## config.mk

```make
export PLATFORM = sky130hd
export DESIGN_NAME = afpm_pcpi_mul
export DESIGN_NICKNAME = d
export VERILOG_FILES = /design/src/rtl/afpm_pcpi_mul.sv
export SDC_FILE = /design/constraint.sdc
export NUM_CORES = 1
export LEC_CHECK = 0
export CORE_UTILIZATION = 43
export DETAILED_ROUTE_END_ITERATION = 7
export PLACE_DENSITY = 0.85
export SLEW_MARGIN = 20
export SYNTH_ARGS = -nofsm -noshare
export SYNTH_HDL_FRONTEND = slang
export SYNTH_SLANG_ARGS = --single-unit
```

## constraint.sdc

```tcl
create_clock -name clk -period 3.64 [get_ports clk]
set_clock_uncertainty 0.2 [all_clocks]
set_input_delay 1.092 -clock clk [delete_from_list [all_inputs] [get_ports clk]]
set_output_delay 1.092 -clock clk [all_outputs]
set_load 0.005 [all_outputs]
```

## src/rtl/afpm_pcpi_mul.sv

```systemverilog
// PCPI front end for the combinational approximate FP32 multiplier core:
// decodes FMUL, launches operands, samples the product after LATENCY cycles.
module afpm_pcpi_mul #(
    parameter int unsigned LATENCY = 1,  // 1..15, fits the 4-bit countdown
    parameter logic [6:0]  OPCODE  = 7'b0001011,
    parameter logic [2:0]  FUNCT3  = 3'b000,
    parameter logic [6:0]  FUNCT7  = 7'b0000101
) (
    input  logic        clk,
    input  logic        resetn,
    input  logic        pcpi_valid,
    input  logic [31:0] pcpi_insn,
    input  logic [31:0] pcpi_rs1,
    input  logic [31:0] pcpi_rs2,
    output logic        pcpi_wr,
    output logic [31:0] pcpi_rd,
    output logic        pcpi_wait,
    output logic        pcpi_ready,
    output logic [31:0] mul_a,
    output logic [31:0] mul_b,
    input  logic [31:0] mul_p,
    output logic        busy,
    output logic [31:0] op_count
);

    typedef enum logic [1:0] {S_IDLE, S_CALC, S_DONE} state_t;

    state_t      r_state, w_next;
    logic        r_armed;
    logic [3:0]  r_cnt;
    logic        r_ready, r_wr, r_busy;
    logic [31:0] r_rd, r_mul_a, r_mul_b, r_op_count;
    logic        w_match, w_launch, w_capture;

    assign w_match = pcpi_valid
                   && pcpi_insn[6:0]   == OPCODE
                   && pcpi_insn[14:12] == FUNCT3
                   && pcpi_insn[31:25] == FUNCT7;

    assign pcpi_wait  = w_match && (r_state != S_IDLE || r_armed);
    assign pcpi_ready = r_ready;
    assign pcpi_wr    = r_wr;
    assign pcpi_rd    = r_rd;
    assign mul_a      = r_mul_a;
    assign mul_b      = r_mul_b;
    assign busy       = r_busy;
    assign op_count   = r_op_count;

    always_comb begin
        w_next = r_state;
        case (r_state)
            S_IDLE: if (w_match && r_armed) w_next = S_CALC;
            S_CALC: begin
                if (!pcpi_valid)       w_next = S_IDLE;
                else if (r_cnt == 4'd0) w_next = S_DONE;
            end
            S_DONE: w_next = S_IDLE;
            default: w_next = S_IDLE;
        endcase
    end

    assign w_launch  = (r_state == S_IDLE) && (w_next == S_CALC);
    assign w_capture = (r_state == S_CALC) && (w_next == S_DONE);

    // Outputs are registered from the next state so they line up with it.
    always_ff @(posedge clk or negedge resetn) begin
        if (!resetn) begin
            r_state    <= S_IDLE;
            r_armed    <= 1'b1;
            r_cnt      <= 4'd0;
            r_ready    <= 1'b0;
            r_wr       <= 1'b0;
            r_busy     <= 1'b0;
            r_rd       <= 32'd0;
            r_mul_a    <= 32'd0;
            r_mul_b    <= 32'd0;
            r_op_count <= 32'd0;
        end else begin
            r_state <= w_next;
            r_ready <= (w_next == S_DONE);
            r_wr    <= (w_next == S_DONE);
            r_busy  <= (w_next != S_IDLE);
            r_rd    <= w_capture ? mul_p : 32'd0;

            if (w_launch) begin
                r_mul_a <= pcpi_rs1;
                r_mul_b <= pcpi_rs2;
                r_cnt   <= 4'(LATENCY - 1);
            end else if (r_state == S_CALC && pcpi_valid && r_cnt != 4'd0) begin
                r_cnt <= r_cnt - 4'd1;
            end

            // Disarm after completion so the still-high valid cannot relaunch.
            if (r_state == S_DONE) begin
                r_op_count <= r_op_count + 32'd1;
                r_armed    <= 1'b0;
            end else if (!pcpi_valid && r_state != S_DONE) begin
                r_armed <= 1'b1;
            end
        end
    end

endmodule
```

==> flow_metrics.env <==
export IMPL_via_per_inst=4.94
export IMPL_portBuffers=247
export IMPL_dieArea_um2=12800
export IMPL_synth_distinct_cells=35
export IMPL_reg2reg_slack_ns=1.56
export IMPL_hp_start="mul_a[12]"
export IMPL_rows=40
export IMPL_startpoint="pcpi_insn[28]"
export IMPL_grt_max_degree=62
export IMPL_syn_avg_cell_area_um2=14.2
export IMPL_yosys_warnings=0
export IMPL_wl_met3_mm=1.15
export IMPL_yosysTopAreaCellShare_pct=64.1
export IMPL_hold_violations=0
export IMPL_cellLeakagePower_uw=0.00395
export IMPL_layout_cells_non_filler=793
export IMPL_synthCells=374
export IMPL_start_util_pct=44.2
export IMPL_ir_drop_mv=0.235
export IMPL_htree_levels=4
export IMPL_period_needed_ns=3.71
export IMPL_critical_path_class="input port to output pin"
export IMPL_antenna_found_initial=1
export IMPL_holdPathEnd="mul_a[12]"
export IMPL_cts_buffer_depth=2
export IMPL_cellPowerDensity_nw_per_um2=371
export IMPL_grt_first_pass_wirelength_mm=21.3
export IMPL_synthesis_area_um2=5310
export IMPL_fin_crit_sh_pct=102
export IMPL_coreArea_um2=12000
export IMPL_critPathCaptureType="output pin"
export IMPL_cts_reportedPaths_clkPinSlew_ns=0.05
export IMPL_drv_slew=0
export IMPL_place_congestion=0.777
export IMPL_hold_class="flop to flop"
export IMPL_timing_rr_end="mul_b[9]"
export IMPL_worstHoldPathCells=1
export IMPL_max_cap_viol_count=0
export IMPL_layout_drive_gt1_share_pct=15.0
export IMPL_avgRoutedWirePerCell_um=17.3
export IMPL_vias=3918
export IMPL_ys_ff_latch=137
export IMPL_n_fill_cell=844
export IMPL_synthTopCellsByArea="dfrtp_1 64%, mux2_2 10%, xnor2_1 4.5%"
export IMPL_fp_dieH_um=113
export IMPL_status="finished with violations"
export IMPL_grtUsageTotal_pct=22.1
export IMPL_cts_buffers=17
export IMPL_seq_area_frac_synth_pct=64.6
export IMPL_die_w_um=113
export IMPL_finalWorstSetupSlack_ns=-0.0656
export IMPL_final_util_pct=71.0
export IMPL_grt_ovfl_total=0
export IMPL_wl_met2_mm=6.99
export IMPL_highest_layer="met4"
export IMPL_dp_hpwl_mm=9.99
export IMPL_tightestPinTransition_ns=0.661
export IMPL_area_delta_synth_final_pct=60.7
export IMPL_yosys_area_top_type="dfrtp_1"
export IMPL_cts_root_buf="clkbuf_16"
export IMPL_clkLatencyLatePin_ns=0.41
export IMPL_drc=0
export IMPL_r2r_start="r_state[0]"
export IMPL_wirelength_mm=13.7
export IMPL_worstPathMaxFanout=2
export IMPL_setup_viol=1
export IMPL_rr_worst_depth=5
export IMPL_dp_cells=761
export IMPL_cts_tree="built"
export IMPL_drtIter0Drc=136
export IMPL_ctsHoldBuffers=0
export IMPL_slew_headroom_pct=55.7
export IMPL_cts_sinks=137
export IMPL_violations="negative setup slack"
export IMPL_p_total_uw=3170
export IMPL_io_pins=263
export IMPL_ant_nets=0
export IMPL_cp_arrival_ns=2.41
export IMPL_drt_met1_wl_mm=5.24
export IMPL_grt_pass1_vias=4164
export IMPL_critPathRequiredTime_ns=2.35
export IMPL_startpoint_type="input port"
export IMPL_fin_nets=769
export IMPL_clock_fmax_mhz=270
export IMPL_syn_nets=508
export IMPL_first_pass_iters=4
sequential cells by signal (all words and copies together) (netlist names):
name and flops:
busy 1, mul_a 32, mul_b 32, op_count 32, pcpi_rd 32, pcpi_wr 1, r_armed 1, r_cnt 4
r_state 2
final cells by class:
type	count	area (µm²)	share of cell area [%]
multi-input cells	216	1800	21.1
clock buffers	25	485	5.69
repair buffers	259	2590	30.4
clock inverters	4	20.0	0.235
diodes	1	2.50	0.0293
well taps	147	184	2.16
inverters	4	15.0	0.176
flip-flops and latches	137	3430	40.2
power breakdown:
part           total (µW)  internal, µW  switching [µW]
Clock                1490           907             578
Sequential           1520          1520          0.0712
Combinational         159           111            47.8
Total                3170          2540             626
stage by stage:
stage	cell area [µm²]	hold WS (ns)	setup TNS, ns	setup slack (ns)
floorplan	5310	0.267	0	0.551
global placement	7970	0.265	-0.439	-0.439
detailed placement	7970	0.275	-0.537	-0.537
CTS	8500	0.287	0	0.0112
global route	8530	0.301	-0.130	-0.130
finish	8530	0.282	-0.0656	-0.0656
what timing repair did:
action	CTS	global route
pin swaps	4	3
setup buffers	1	1
gates resized for setup	14	3
setup endpoints to repair	1	1
cells in the mapped netlist, drive strengths merged:
library cell  count
clkbuf            7
inv               4
o22ai             1
nand3b            1
nor4b             3
xnor2            27
nand3            12
and4              4
nor4bb            1
xor2              6
dfstp             1
a211oi            1
or2               1
and3              7
a21oi             1
or3b              1
ha                3
nor4              1
and3b             1
and2             36
nor2              5
a21o              1
mux2             65
dfrtp           136
nand2            13
nor2b             3
nor3              5
buf              10
nand4            16
o21ai             1
worst max-delay path: stages:
cell             delay (ns)
clkdlybuf4s50_1        0.43
nor4b_1                0.38
nand2_1                0.14
a211oi_2               0.22
buf_2                  0.16
layer usage:
metal | up-vias | global-route usage [%]
li1 | 1797 | -
met1 | 1926 | 25.0
met2 | 173 | 37.6
met3 | 22 | 7.82
met4 | 0 | 10.4
met5 | - | 0
cell usage in the layout, fill, tap and decap left out, types with 5 or more instances in the layout:
cell type	synthesis	final
nand4_1	16	16
nand3_1	12	12
xnor2_1	27	27
clkbuf_16	0	17
clkdlybuf4s50_1	0	238
dfrtp_1	136	136
and3_1	7	7
dlygate4sd2_1	0	5
xor2_1	6	6
mux2_1	16	16
nor2_1	5	5
clkbuf_1	7	5
mux2_2	49	49
nand2_1	13	13
and2_1	36	36
buf_4	5	9
kinds of logic (layout without fill, tap and decap cells):
kind of cell	after synthesis	in the layout	synth area share [%]
mux	65	65	13.8
xor+xnor	33	33	5.44
flops	137	137	64.6
fa+ha+maj	3	3	0.707
other cells	0	1	0
simple gates	110	110	12.6
compound gates	5	5	0.589
buf+inv	21	292	2.31
how the worst max path moves through the flow:
stage / end / slack [ns] / depth (start not counted)
2_1_floorplan: pcpi_wait / 0.55 / 3
3_3_place_gp: pcpi_wait / -0.44 / 5
3_5_place_dp: pcpi_wait / -0.54 / 5
4_1_cts: pcpi_wait / 0.01 / 5
5_1_grt: pcpi_wait / -0.13 / 5
6_report: pcpi_wait / -0.07 / 5
Note: power is estimated with default switching activity, not from simulation.
